[config.mk]
export PLATFORM = sky130hd
export DESIGN_NAME = scroll_ctrl
export DESIGN_NICKNAME = d
export VERILOG_FILES = /design/src/rtl/scroll_pkg.sv /design/src/rtl/scroll_rate_div.sv /design/src/rtl/scroll_ctrl.sv
export SDC_FILE = /design/constraint.sdc
export NUM_CORES = 1
export LEC_CHECK = 0
export ABC_AREA = 0
export CELL_PAD_IN_SITES_DETAIL_PLACEMENT = 1
export CELL_PAD_IN_SITES_GLOBAL_PLACEMENT = 2
export CORE_MARGIN = 2
export CORE_UTILIZATION = 36
export DETAILED_ROUTE_END_ITERATION = 8
export PLACE_DENSITY_LB_ADDON = 0.1
export SLEW_MARGIN = 20
export SYNTH_ARGS = -nofsm -noshare
export SYNTH_HDL_FRONTEND = slang
export SYNTH_SLANG_ARGS = --single-unit
[constraint.sdc]
create_clock -name iCLK -period 5.9 [get_ports iCLK]
set_input_delay 1.18 -clock iCLK [delete_from_list [all_inputs] [get_ports iCLK]]
set_output_delay 1.18 -clock iCLK [all_outputs]
set_load 0.02 [all_outputs]
[src/rtl/scroll_pkg.sv]
// Shared types and constants for the scrolling symbol display controller.
package scroll_pkg;

   localparam int MSG_DEPTH = 16;
   localparam int SYM_W     = 5;
   localparam int BLANK     = 0;

   typedef enum logic [1:0] {
      ST_IDLE = 2'd0,
      ST_RUN  = 2'd1,
      ST_HOLD = 2'd2
   } state_t;

   // (pos + off) mod len for len in 1..16, pos < len, off < 4.
   // Three subtractions cover the worst case of len = 1 with off = 3.
   function automatic logic [3:0] wrap_idx(input logic [3:0] pos,
                                           input logic [1:0] off,
                                           input logic [4:0] len);
      logic [4:0] sum;
      sum = {1'b0, pos} + {3'b000, off};
      for (int i = 0; i < 3; i++) begin
         if (sum >= len) sum = sum - len;
      end
      return sum[3:0];
   endfunction

endpackage

[src/rtl/scroll_rate_div.sv]
// Step-rate divider: emits one step every div+1 enabled cycles.
module scroll_rate_div (
   input  logic        iCLK,
   input  logic        iRST,
   input  logic        enable,
   input  logic        clear,
   input  logic [15:0] div,
   output logic        step
);

   logic [15:0] count_reg;

   assign step = enable && (count_reg == div);

   always_ff @(posedge iCLK) begin
      if (iRST || clear) begin
         count_reg <= '0;
      end else if (enable) begin
         count_reg <= step ? 16'd0 : count_reg + 16'd1;
      end
   end

endmodule

[src/rtl/scroll_ctrl.sv]
// Scrolls a message buffer across four registered display digits.
module scroll_ctrl #(
   parameter int MSG_DEPTH = scroll_pkg::MSG_DEPTH,
   parameter int SYM_W     = scroll_pkg::SYM_W
) (
   input  logic             iCLK,
   input  logic             iRST,
   input  logic             iWR_EN,
   input  logic [3:0]       iWR_ADDR,
   input  logic [SYM_W-1:0] iWR_DATA,
   input  logic [3:0]       iLEN,
   input  logic [15:0]      iDIV,
   input  logic             iSTART,
   input  logic             iSTOP,
   input  logic             iPAUSE,
   input  logic             iDIR,
   output logic [SYM_W-1:0] oDIG1,
   output logic [SYM_W-1:0] oDIG2,
   output logic [SYM_W-1:0] oDIG3,
   output logic [SYM_W-1:0] oDIG4,
   output logic             oBUSY,
   output logic             oWRAP
);
   import scroll_pkg::*;

   state_t            state_reg, state_next;
   logic              start_go;
   logic              step;
   logic [3:0]        pos_reg;
   logic [4:0]        len_reg;
   logic [15:0]       div_reg;
   logic              busy_reg;
   logic              wrap_reg;
   logic [SYM_W-1:0]  msg_buf [MSG_DEPTH];
   logic [SYM_W-1:0]  dig_reg [4];
   logic [3:0]        rd_idx  [4];

   always_ff @(posedge iCLK) begin
      if (iRST) state_reg <= ST_IDLE;
      else      state_reg <= state_next;
   end

   // Stop always wins; start is only honoured from IDLE.
   always_comb begin
      state_next = state_reg;
      start_go   = 1'b0;
      case (state_reg)
         ST_IDLE: begin
            if (iSTART && !iSTOP) begin
               state_next = ST_RUN;
               start_go   = 1'b1;
            end
         end
         ST_RUN: begin
            if (iSTOP)       state_next = ST_IDLE;
            else if (iPAUSE) state_next = ST_HOLD;
         end
         ST_HOLD: begin
            if (iSTOP)       state_next = ST_IDLE;
            else if (iPAUSE) state_next = ST_RUN;
         end
         default: state_next = ST_IDLE;
      endcase
   end

   scroll_rate_div u_rate_div (
      .iCLK   (iCLK),
      .iRST   (iRST),
      .enable ((state_reg == ST_RUN) && !iSTOP),
      .clear  (start_go),
      .div    (div_reg),
      .step   (step)
   );

   always_ff @(posedge iCLK) begin
      if (iRST) begin
         pos_reg  <= '0;
         len_reg  <= 5'd16;
         div_reg  <= '0;
         busy_reg <= 1'b0;
         wrap_reg <= 1'b0;
      end else begin
         busy_reg <= (state_next != ST_IDLE);
         wrap_reg <= 1'b0;
         if (start_go) begin
            pos_reg <= '0;
            len_reg <= (iLEN == 4'd0) ? 5'd16 : {1'b0, iLEN};
            div_reg <= iDIV;
         end else if (step) begin
            if (!iDIR) begin
               if ({1'b0, pos_reg} == len_reg - 5'd1) begin
                  pos_reg  <= '0;
                  wrap_reg <= 1'b1;
               end else begin
                  pos_reg <= pos_reg + 4'd1;
               end
            end else begin
               if (pos_reg == 4'd0) begin
                  pos_reg  <= 4'(len_reg - 5'd1);
                  wrap_reg <= 1'b1;
               end else begin
                  pos_reg <= pos_reg - 4'd1;
               end
            end
         end
      end
   end

   always_ff @(posedge iCLK) begin
      for (int i = 0; i < MSG_DEPTH; i++) begin
         if (iRST)                                msg_buf[i] <= '0;
         else if (iWR_EN && iWR_ADDR == 4'(i))    msg_buf[i] <= iWR_DATA;
      end
   end

   genvar gi;
   generate
      for (gi = 0; gi < 4; gi++) begin : g_rd
         assign rd_idx[gi] = wrap_idx(pos_reg, 2'(gi), len_reg);
      end
   endgenerate

   always_ff @(posedge iCLK) begin
      for (int k = 0; k < 4; k++) begin
         if (iRST || state_reg == ST_IDLE) dig_reg[k] <= SYM_W'(BLANK);
         else                              dig_reg[k] <= msg_buf[rd_idx[k]];
      end
   end

   assign oDIG1 = dig_reg[0];
   assign oDIG2 = dig_reg[1];
   assign oDIG3 = dig_reg[2];
   assign oDIG4 = dig_reg[3];
   assign oBUSY = busy_reg;
   assign oWRAP = wrap_reg;

endmodule

# ---- Word-level counts from Yosys, hierarchy flattened
# Memory sizes are Yosys's and may differ from the RTL's.
# Cells that the tools add are included.
dict set report word_totals {
  regBits 45
  n_memories 2
  ramBits 100
}
dict set report classes {
  bitwise 21
  magnitude_cmp 12
  n_mux 101
  eq_ne 19
  reduce_logical 29
  addsub 19
}
# name depth width rd rd_clocked_by_memory_dff wr line_no
set mem_list {}
lappend mem_list {msg_buf 16 5 4 0 16 scroll_ctrl.sv:34} ;# logic [SYM_W-1:0] msg_buf [MSG_DEPTH];
lappend mem_list {dig_reg 4 5 4 0 4 scroll_ctrl.sv:35} ;# logic [SYM_W-1:0] dig_reg [4];
# cell count
set op_table {}
lappend op_table {{2-to-1 mux 5 bit} 29}
lappend op_table {{2-to-1 mux 1 bit} 58}
lappend op_table {{>= comparator 5 bit} 11}
lappend op_table {{subtractor 5 bit} 7}
lappend op_table {{equality test 4 bit, second input constant} 8}
lappend op_table {{2-to-1 mux 4 bit} 7}
lappend op_table {{bitwise OR 1 bit} 20}
lappend op_table {{logical AND 1 bit} 19}
lappend op_table {{adder 16 x 1 -> 16 bit, second input constant} 1}
lappend op_table {{equality test 16 bit} 1}
lappend op_table {{equality test 4 x 3 -> 1 bit, second input constant} 4}
lappend op_table {{2-to-1 mux 16 bit} 1}
lappend op_table {{subtractor 4 bit} 4}
lappend op_table {{zero test 4 bit} 3}
lappend op_table {{adder 4 x 2 -> 5 bit, second input constant} 2}
lappend op_table {{2-to-1 mux 2 bit} 5}
lappend op_table {{equality test 4 x 2 -> 1 bit, second input constant} 2}
lappend op_table {{case mux 2 bit (3 select lines)} 1}
lappend op_table {{adder 4 x 1 -> 5 bit, second input constant} 1}
lappend op_table {{equality test 4 x 5 -> 1 bit} 1}
lappend op_table {{>= comparator 4 x 5 -> 1 bit} 1}
lappend op_table {{subtractor 4 x 5 -> 5 bit} 1}
lappend op_table {{subtractor 5 x 1 -> 5 bit, second input constant} 1}
lappend op_table {{adder 4 x 1 -> 4 bit, second input constant} 1}
lappend op_table {{other kinds (11)} 12}

# ---- Longest topological paths before layout
# An unclocked memory read counts as a cell.
dict set report depth {
  depth_word 9
  depth_mapped 28
  depth_no_buf 26
}

# ---- By module
# A second synthesis with hierarchy kept.
dict set report hier_totals {
  hier_cells 1373
  area_unflattened_um2 12477.0
}
# mod instances seq_area_each_um2 area_each_um2 cells_per_inst
set modules_own_cells {}
lappend modules_own_cells {scroll_ctrl 1 3383.2 11448.5 1260}
lappend modules_own_cells {scroll_rate_div 1 320.3 1028.5 113}

# ---- Worst setup path after synthesis
# No wires, ideal clock.
dict set report synth_timing {
  path_type {reg-to-reg}
  startpoint {reg len_reg[1]}
  endpoint {mem dig_reg[2][3]}
  t_required_ns 5.765
  setup_time_ns 0.135
  path_stages_with_launch 23
  t_arrival_ns 6.016
  setup_slack_ns -0.251
  period_less_slack_ns 6.151
  path_buffers 2
  path_cell_list {dfxtp_1 -> inv_1 -> ha_1 -> nand2_1 -> o21ai_0 -> a31o_2 -> mux2_1 -> ha_1 -> a21o_1 -> a31oi_1 -> o21ai_1 -> mux2_2 -> ha_1 -> a21o_1 -> a31oi_1 -> o21ai_1 -> a21oi_1 -> a22o_1 -> clkbuf_1 -> clkbuf_1 -> mux2_2 -> o21ai_0 -> o221ai_1}
}
# element line_no
set synth_lines {}
lappend synth_lines {{start: declaration} scroll_ctrl.sv:30} ;# logic [4:0] len_reg;
lappend synth_lines {{start signal: assignment} scroll_ctrl.sv:87} ;# len_reg <= (iLEN == 4'd0) ? 5'd16 : {1'b0, iLEN};
lappend synth_lines {{end: declaration} scroll_ctrl.sv:35}

==> results by group <==
Flow run
  – Max cap viols: 0

Timing
  – Final period util: 96.1%
  – Final hold vios: 0
  – Hold_ws: 0.466 ns
  – Final Setup Violations: 0
  – FMAX: 176 MHz
  – Tmin final: 5.67 ns
  – Slew Limit Headroom: 39.1%
  – Final clock skew: 0.0216 ns
  – Fin. max-slew vios: 0
  – RSZ-0062 raised after global routing: yes
  – Worst Max-Slew Pin Slew: 0.911 ns

Critical path
  – Req. time, crit path: 6.17 ns
  – Critical path type: flop to flop
  – Critical path capture point type: flop
  – Worst Setup Start Kind: flop
  – Worst endpoint data arrival time: 5.95 ns
  – Crit Path Max Fanout: 6

Synthesis
  – Synth Instances: 1204
  – Largest cells by area after synthesis: edfxtp_1 21%, mux2i_1 13%, dfxtp_1 11%
  – Largest area contributor in the netlist: edfxtp_1
  – Post-synthesis net count: 1317
  – Synth top area share: 20.6%
  – Commonest cells post-synth: 152 x mux2i_1, 107 x nand2_1, 81 x and2_1
  – Post-synthesis sequential element count: 145
  – Area of the mapped netlist: 0.0117 mm^2
  – Synthesized area per cell: 9.69 um^2
  – Yosys warns: 0
  – FFs w/ async S/R, synth: 0%
  – Primary FF master, synth: edfxtp_1
  – Cell with the most instances after synthesis: mux2i_1
  – Seq/Total Area, Yosys: 31.7%
  – Netlist cell types: 69
  – Post-synth EDFFs: 80

Floorplanning
  – Row count: 65
  – Die X: 184 um
  – Die Y: 184 um
  – Die area: 0.0339 mm^2
  – Top Ports: 58
  – Core area: 0.0317 mm^2
  – Starting Density: 36.8%

Cells and area
  – Register Area: 0.00371 mm^2
  – Post-layout nets: 1434
  – Area of the multi-input gates: 0.00798 mm^2
  – Fin util: 45.3%
  – Filler cells: 3524
  – Design Area, Final: 0.0144 mm^2
  – Largest register FFs: 80
  – Area grow syn2layout: 23.2%
  – Share of cells above drive strength 1: 20.2%

Detailed routing
  – Vias per cell: 5.63
  – DRT iter0 DRCs: 684
  – DR vias: 9779
  – DRC Markers: 0
  – Wire per inst: 22.2 um
  – Antenna viol nets, final: 0
  – Final WL: 38600 um
  – First-pass DRT Iterations: 4

Placement
  – DP HPWL: 29900 um
  – Gpl congestion: 0.836
  – Area post-placement: 0.0131 mm^2
  – Port bufs: 57

Clock network
  – # H-tree levels: 4
  – Clk root buf: clkbuf_16
  – Sink Count: 145
  – # hold bufs at CTS: 0
  – Clk buf depth: 2
  – CTS tree: built
  – Insertion delay to the later sink of the worst-skew pair: 0.45 ns
  – Num CTS Buffers: 17
  – Clock transition at the registers of the reported paths: 0.07 ns

Global routing
  – GRT Util Overall: 23.1%
  – First-pass GRT wire length: 58900 um
  – Pin count of the biggest net entering global routing: 37
  – Gr ovfl total: 0
  – Vias in the first global route: 9828
  – Initial antenna violation count: 0

Pwr
  – Leakage: 0.00560 uW
  – Pwr Total: 3800 uW
  – Peak supply drop: 0.146 mV
  – P per Cell Area: 264 mW/mm^2

Status
  – Status: finished clean

Worst hold path
  – Hold WC Path Type: flop to flop
==> timing repair <==
item / 4_1_cts / 5_1_grt
setup buffers: 4 / 17
gates resized for setup: 13 / 74
setup endpoints to repair: 14 / 20
cloned: 0 / 3
pin swaps: 3 / 23
==> routing by layer <==
metal  share of wire (%)  global-route usage [%]  vias to the layer above
met5                   0                       0                        -
met4                 1.1                    5.18                        0
met3                 4.2                    3.47                       28
met2                  45                    36.1                      178
met1                  50                    33.7                     4928
li1                    -                       -                     4645
==> metrics by stage <==
stage	setup TNS [ns]	setup WS, ns	cells
floorplan	0	0.0806	1204
global placement	-0.000922	-0.000922	1680
detailed placement	-0.689	-0.139	1680
CTS	0	0.00177	1716
global route	-0.0671	-0.0185	1736
finish	0	0.227	1737
==> where the power goes <==
group / internal (uW) / switching, uW
clock network: 638 / 500
logic: 735 / 719
registers: 1120 / 81.8
total: 2490 / 1300
==> cell families (layout without fill, tap and decap cells) <==
kind of cell | after synthesis | in the layout | synth area share [%]
simple gates | 359 | 359 | 15.4
compound gates | 246 | 246 | 14.2
mux | 218 | 219 | 21.4
flops | 145 | 145 | 31.7
buf+inv | 97 | 226 | 3.56
fa+ha+maj | 77 | 77 | 9.03
xor+xnor | 62 | 62 | 4.65
other cells | 0 | 1 | 0
==> worst max-delay path, stage by stage (launching register included) <==
cell	delay [ns]
dfxtp_4	0.36
inv_1	0.13
buf_6	0.16
ha_4	0.21
buf_4	0.16
nor2_2	0.15
o31ai_4	0.09
a21oi_4	0.20
mux2_4	0.33
inv_1	0.08
ha_1	0.23
nor2b_1	0.15
o31a_1	0.35
o22a_1	0.24
o31ai_4	0.29
buf_6	0.13
ha_1	0.22
nand2b_1	0.15
a31oi_2	0.20
o21a_1	0.16
buf_4	0.14
mux2i_4	0.33
buf_12	0.18
buf_4	0.11
mux2i_1	0.18
mux2i_1	0.11
mux2i_1	0.26
o22ai_1	0.20
==> final timing paths <==
| kind | startpoint | end | slack (ns) | cells past startpoint |
|---|---|---|---|---|
| worst max-delay path | pos_reg[1] | dig_reg[0][3] | 0.23 | 27 |
| worst min-delay path | div_reg[9] | div_reg[9] | 0.47 | 2 |
| worst max register to register | pos_reg[1] | dig_reg[0][3] | 0.23 | 27 |
| worst min register to register | div_reg[9] | div_reg[9] | 0.47 | 2 |
==> cell usage in the layout, fill, tap and decap left out, types with 44 or more instances in the layout <==
master	synthesis	final
mux2i_1	152	144
nand2_1	107	106
and2_1	81	81
edfxtp_1	80	80
buf_4	4	79
a21oi_1	76	70
nor2_1	66	63
dfxtp_1	65	61
clkdlybuf4s50_1	0	56
ha_1	65	54
inv_1	44	44
==> cell type report <==
type | count | area share, %
antenna | 1 | 0.0174
multi-input combinational | 963 | 55.5
timing repair buffer | 150 | 9.84
clock inverter | 14 | 1.18
clock buffer | 18 | 2.99
inverter | 44 | 1.15
tap | 402 | 3.50
sequential | 145 | 25.8
Note: power is estimated with default switching activity, not from simulation.
